--- config.mk ---
export PLATFORM = sky130hd
export DESIGN_NAME = audio_sram_recplay
export DESIGN_NICKNAME = d
export VERILOG_FILES = /design/src/rtl/audio_pkg.sv /design/src/rtl/audio_sram_recplay.sv
export SDC_FILE = /design/constraint.sdc
export NUM_CORES = 1
export LEC_CHECK = 0
export CAP_MARGIN = 20
export CORE_MARGIN = 5
export CORE_UTILIZATION = 47
export CTS_CLUSTER_SIZE = 14
export DETAILED_ROUTE_END_ITERATION = 10
export GPL_TIMING_DRIVEN = 0
export PLACE_DENSITY_LB_ADDON = 0.2
export SLEW_MARGIN = 10
export SYNTH_ARGS = -nofsm -noshare
export SYNTH_HDL_FRONTEND = slang
export SYNTH_SLANG_ARGS = --single-unit
--- constraint.sdc ---
create_clock -name i_clk -period 3.3 [get_ports i_clk]
set_input_delay 0.495 -clock i_clk [delete_from_list [all_inputs] [get_ports i_clk]]
set_output_delay 0.495 -clock i_clk [all_outputs]
set_load 0.05 [all_outputs]
--- src/rtl/audio_pkg.sv ---
// Shared types for the SRAM record/playback engine.
// State encoding, sample-half index and capacity helper.
package audio_pkg;

  typedef enum logic [2:0] {
    S_IDLE      = 3'd0,
    S_REC_WAIT  = 3'd1,
    S_REC_WR_L  = 3'd2,
    S_REC_WR_R  = 3'd3,
    S_PLAY_RD_L = 3'd4,
    S_PLAY_RD_R = 3'd5,
    S_PLAY_CAP  = 3'd6,
    S_PLAY_HOLD = 3'd7
  } state_e;

  localparam logic HALF_L = 1'b0;
  localparam logic HALF_R = 1'b1;

  // Each stereo sample takes two SRAM words.
  function automatic int unsigned max_samples(input int unsigned aw);
    return 32'd1 << (aw - 1);
  endfunction

endpackage

--- src/rtl/audio_sram_recplay.sv ---
// Record/playback engine: stereo stream <-> 16-bit SRAM.
// Start/stop strobes from the top-level control FSM.
module audio_sram_recplay
  import audio_pkg::*;
#(
  parameter int ADDR_W = 20
) (
  input  logic              i_clk,
  input  logic              i_rst,
  input  logic              i_start_rec,
  input  logic              i_start_play,
  input  logic              i_stop,
  output logic              o_record_audio_ready,
  input  logic [31:0]       i_record_audio_data,
  input  logic              i_record_audio_valid,
  output logic              o_play_audio_valid,
  output logic [31:0]       o_play_audio_data,
  input  logic              i_play_audio_ready,
  output logic [ADDR_W-1:0] o_sram_addr,
  output logic [15:0]       o_sram_wdata,
  output logic              o_sram_we,
  input  logic [15:0]       i_sram_rdata,
  output logic [ADDR_W-1:0] o_rec_len,
  output logic              o_done,
  output logic              o_full,
  output logic [2:0]        o_state
);

  localparam int PW = ADDR_W - 1;
  localparam logic [ADDR_W-1:0] MAX_N =
    ADDR_W'(max_samples(ADDR_W));

  state_e            state_q, state_d;
  logic [PW-1:0]     ptr_q, ptr_d;
  logic [ADDR_W-1:0] len_q, len_d;
  logic [31:0]       data_q, data_d;
  logic              rdy_q, rdy_d;
  logic              vld_q, vld_d;
  logic              done_q, done_d;
  logic              full_q, full_d;

  logic [PW-1:0]     ptr_inc;
  logic [ADDR_W-1:0] cnt_inc;

  assign ptr_inc = ptr_q + 1'b1;
  assign cnt_inc = {1'b0, ptr_q} + 1'b1;

  always_ff @(posedge i_clk or posedge i_rst) begin
    if (i_rst) begin
      state_q <= S_IDLE;
      ptr_q   <= '0;
      len_q   <= '0;
      data_q  <= '0;
      rdy_q   <= 1'b0;
      vld_q   <= 1'b0;
      done_q  <= 1'b0;
      full_q  <= 1'b0;
    end else begin
      state_q <= state_d;
      ptr_q   <= ptr_d;
      len_q   <= len_d;
      data_q  <= data_d;
      rdy_q   <= rdy_d;
      vld_q   <= vld_d;
      done_q  <= done_d;
      full_q  <= full_d;
    end
  end

  always_comb begin
    state_d = state_q;
    ptr_d   = ptr_q;
    len_d   = len_q;
    data_d  = data_q;
    done_d  = 1'b0;
    full_d  = 1'b0;
    if (state_q != S_IDLE && i_stop) begin
      // Abort drops any half-written sample from the count.
      state_d = S_IDLE;
    end else begin
      unique case (state_q)
        S_IDLE: begin
          if (i_stop) begin
            state_d = S_IDLE;
          end else if (i_start_rec) begin
            ptr_d   = '0;
            len_d   = '0;
            state_d = S_REC_WAIT;
          end else if (i_start_play) begin
            ptr_d = '0;
            if (len_q == '0) done_d = 1'b1;
            else state_d = S_PLAY_RD_L;
          end
        end
        S_REC_WAIT: begin
          if (i_record_audio_valid) begin
            data_d  = i_record_audio_data;
            state_d = S_REC_WR_L;
          end
        end
        S_REC_WR_L: state_d = S_REC_WR_R;
        S_REC_WR_R: begin
          ptr_d = ptr_inc;
          len_d = cnt_inc;
          if (cnt_inc == MAX_N) begin
            full_d  = 1'b1;
            state_d = S_IDLE;
          end else begin
            state_d = S_REC_WAIT;
          end
        end
        S_PLAY_RD_L: state_d = S_PLAY_RD_R;
        S_PLAY_RD_R: begin
          data_d[31:16] = i_sram_rdata;
          state_d       = S_PLAY_CAP;
        end
        S_PLAY_CAP: begin
          data_d[15:0] = i_sram_rdata;
          state_d      = S_PLAY_HOLD;
        end
        S_PLAY_HOLD: begin
          if (i_play_audio_ready) begin
            ptr_d = ptr_inc;
            if (cnt_inc == len_q) begin
              done_d  = 1'b1;
              state_d = S_IDLE;
            end else begin
              state_d = S_PLAY_RD_L;
            end
          end
        end
        default: state_d = S_IDLE;
      endcase
    end
    rdy_d = (state_d == S_REC_WAIT);
    vld_d = (state_d == S_PLAY_HOLD);
  end

  always_comb begin
    o_sram_addr  = '0;
    o_sram_wdata = '0;
    o_sram_we    = 1'b0;
    unique case (state_q)
      S_REC_WR_L: begin
        o_sram_addr  = {ptr_q, HALF_L};
        o_sram_wdata = data_q[31:16];
        o_sram_we    = 1'b1;
      end
      S_REC_WR_R: begin
        o_sram_addr  = {ptr_q, HALF_R};
        o_sram_wdata = data_q[15:0];
        o_sram_we    = 1'b1;
      end
      S_PLAY_RD_L: o_sram_addr = {ptr_q, HALF_L};
      S_PLAY_RD_R: o_sram_addr = {ptr_q, HALF_R};
      default: ;
    endcase
  end

  assign o_record_audio_ready = rdy_q;
  assign o_play_audio_valid   = vld_q;
  assign o_play_audio_data    = data_q;
  assign o_rec_len            = len_q;
  assign o_done               = done_q;
  assign o_full               = full_q;
  assign o_state              = state_q;

endmodule

==> run summary <==
- Antenna Nets Post-Route: 0
- via density per instance: 5.61
- worst clock skew: 0.00547 ns
- final cycle utilization of the critical path: 96.5%
- Top FF cell, synth: sky130_fd_sc_hd__dfrtp_1
- # rows: 36
- time the final worst path needs with I/O delays and setup: 3.18 ns
- relative contribution of the clock network to total power: 20.8%
- CTS root buffer: sky130_fd_sc_hd__clkbuf_8
- dpl hpwl: 12,200 um
- Mapped Area: 0.00476 mm2
- Required @ worst endpoint: 2.80 ns
- standby leakage power: 3.09 nW
- switching power as a share of total power: 44.0%
- wire length of the first global-routing pass: 26,100 um
- I/O pin count: 151
- length of routed met2 wiring: 7820 um
- CTS Sinks: 78
- number of buffers created by CTS: 9
- switching pwr: 1.57 mW
- number of nets in the layout: 753
- 1st-pass router iterations: 5
- GRT Overall Usage: 26.2%
- Final GP Congestion: 0.905
- headroom to the max-slew limit: 49.1%
- clock-pin slew on the worst setup and hold paths: 0.08 ns
- net count of the mapped netlist: 594
- achievable frequency: 314 MHz
- setup TNS: 0 ns
- longest individual stage delay on the worst path: 0.51 ns
- CTS Buffer Depth: 2
- synth-to-layout area growth: 40.5%
- number of distinct library cells after synthesis: 53
- type of destination of the critical path: output port
- total wire length after detailed routing: 16,000 um
- number of remaining DRC errors: 0
- Comb power frac: 42.6%
- overall die width: 111 um
- proportion of synthesized chip area in sequential cells: 41.0%
- number of buffer cells added on primary ports: 149
- Critical Path Start Type: flip-flop
- most frequent cells in the layout: sky130_fd_sc_hd__clkdlybuf4s50_1, sky130_fd_sc_hd__dfrtp_1, sky130_fd_sc_hd__o21ai_0
- Finished Core Util: 68.2%
- data arrival at the endpoint of the critical path: 2.69 ns
- Internal Power: 2.00 mW
- setup repair after global routing missed its margin: true
- count of flip-flops with a built-in enable after synthesis: 0
- overall power of the completed layout: 3.57 mW
- Seq pwr share: 36.6%
- slowest cell on the critical path: sky130_fd_sc_hd__clkdlybuf4s15_1
- vias in the first global route: 4,919
- CTS tree: built
- wire length per cell after detailed routing: 19.2 um
- maximum number of pins on one net before global-route repair: 67
- Mapped Cells: 538
- number of hold violations in the final report: 0
- result of the run: finished, final reports clean
- Least-Margin Pin Slew: 0.763 ns
- number of violations of the max-capacitance limit: 0
- CTS H-tree lvls: 3
- Resized Gates After CTS: 19
- hold-fix buffer count after cts: 0
- count of yosys warnings during synthesis: 0
- # placed instances: 821
- wire length the detailed router placed on met1: 6240 um
- max-slew violation count: 0
- count of vias placed by the detailed router: 4,682
- synthesis-stage register bit count: 78
- number of buffers inserted to repair setup after CTS: 0
- count of cells along the worst register-to-register path: 10
- proportion of register bits with asynchronous set or reset after synthesis: 100%
- series of cell instances along the critical path: clkbuf_1 > nand2_1 > nor2_4 > clkbuf_2 > a22o_1 > clkdlybuf4s15_1
- Core Box Area: 0.00982 mm2
- total congestion overflow after global routing: 0
- routed wl met3: 1550 um
- top layer in use: met4
- height of the die: 111 um
- path type of the worst setup path: flip-flop to output port
- Worst-Skew Late Latency: 0.36 ns
- starting utilization of the core area: 48.5%
- power density normalized to cell area: 533 mW/mm2
- number of antenna violations at the first check in global routing: 0
- IR Drop Worst-Case VDD: 0.487 mV
- number of DRC markers in iteration 0: 232
- Die Footprint: 0.0122 mm2
- layout cells sized above 1: 7.98%
- number of diodes added for antenna fixing: 0
- commonest non-fill, non-tap cell in the layout: sky130_fd_sc_hd__clkdlybuf4s50_1
- final std cells w/o fill: 835
- hold crit path type: primary input to asynchronous set/reset pin
- critical-path maximum fanout: 10
- smallest hold slack: 0.389 ns
- # setup viols final: 0
- Synth Area per Inst: 8.85 um2
==> through the flow <==
step           setup WS, ns  instance area [um2]
2_1_floorplan         0.325                 4760
3_3_place_gp         -0.461                 6420
3_5_place_dp         -0.292                 6450
4_1_cts             0.00294                 6670
5_1_grt             -0.0370                 6690
6_report              0.117                 6690
==> cells in the mapped netlist (all sizes together), types with 2 or more instances <==
| cell | instances | area, um2 |
|---|---|---|
| buf | 11 | 65.1 |
| nor4 | 10 | 83.8 |
| nand3 | 10 | 50.1 |
| nor3 | 10 | 55.1 |
| nand2 | 59 | 221 |
| nor3b | 4 | 30.0 |
| a221oi | 3 | 32.5 |
| a22o | 18 | 158 |
| nor2 | 48 | 180 |
| and4 | 2 | 17.5 |
| or3 | 3 | 18.8 |
| mux2i | 34 | 340 |
| nor2b | 7 | 43.8 |
| nand2b | 5 | 31.3 |
| clkbuf | 33 | 124 |
| a2111oi | 4 | 53.8 |
| a21oi | 30 | 150 |
| or2 | 6 | 37.5 |
| and2 | 22 | 138 |
| o21ai | 63 | 315 |
| nand4 | 8 | 80.1 |
| inv | 6 | 22.5 |
| o31ai | 15 | 113 |
| o41ai | 2 | 17.5 |
| xnor2 | 21 | 184 |
| xor2 | 11 | 96.3 |
| dfrtp | 78 | 1950 |
==> worst max-delay path, delay by kind of cell (launching register included) <==
kind                   cells  cell delay (ns)
buffers and inverters      3             1.10
and+or+nand+nor            2             0.65
DFF                        1             0.37
AOI/OAI and AO/OA          1             0.19
==> layer usage <==
metal,vias to the layer above,global-route usage (%)
met5,-,0
met4,0,10.0
met3,33,9.33
met2,196,43.7
met1,2240,30.9
li1,2213,-
==> layout make-up <==
class                      count  area (um2)
inverter                       6        25.0
timing repair buffer         150        1520
clock buffer                  11         141
tap                          133         166
multi-input combinational    410        2640
buffer                        42         185
fill                         851        3130
sequential                    78        1950
clock inverter                 5        58.8
==> kinds of logic after synthesis <==
| family | Yosys count | share of synthesized area, % |
|---|---|---|
| compound gates | 143 | 19.1 |
| xor+xnor | 33 | 6.36 |
| fa+ha+maj | 1 | 0.263 |
| buf+inv | 50 | 4.44 |
| flops | 78 | 41.0 |
| mux | 34 | 7.14 |
| simple gates | 199 | 21.7 |
==> registers in the layout (all words and copies together) (netlist names) <==
signal	flops
o_state	3
o_done	1
o_play_audio_valid	1
o_rec_len	20
ptr_q	19
o_full	1
o_record_audio_ready	1
o_play_audio_data	32
==> power by group through the flow <==
stage / clock (mW) / combinational, mW / sequential (mW)
global placement: 0 / 1.51 / 1.31
floorplan: 0 / 0.310 / 1.91
detailed placement: 0 / 1.53 / 1.31
global route: 0.788 / 1.60 / 1.33
CTS: 0.742 / 1.53 / 1.30
finish: 0.740 / 1.52 / 1.31
==> worst paths after layout <==
kind                                       start                     to  slack [ns]
max                                   o_state[0]       o_sram_wdata[13]        0.12
min                                        i_rst  o_play_audio_data[21]        0.39
max reg2reg                             ptr_q[1]     o_play_audio_valid        0.13
min reg2reg                o_play_audio_data[22]  o_play_audio_data[22]        0.51
max in group asynchronous                  i_rst               ptr_q[1]        2.32
min in group i_clk         o_play_audio_data[22]  o_play_audio_data[22]        0.51
Note: power is estimated with default switching activity, not from simulation.
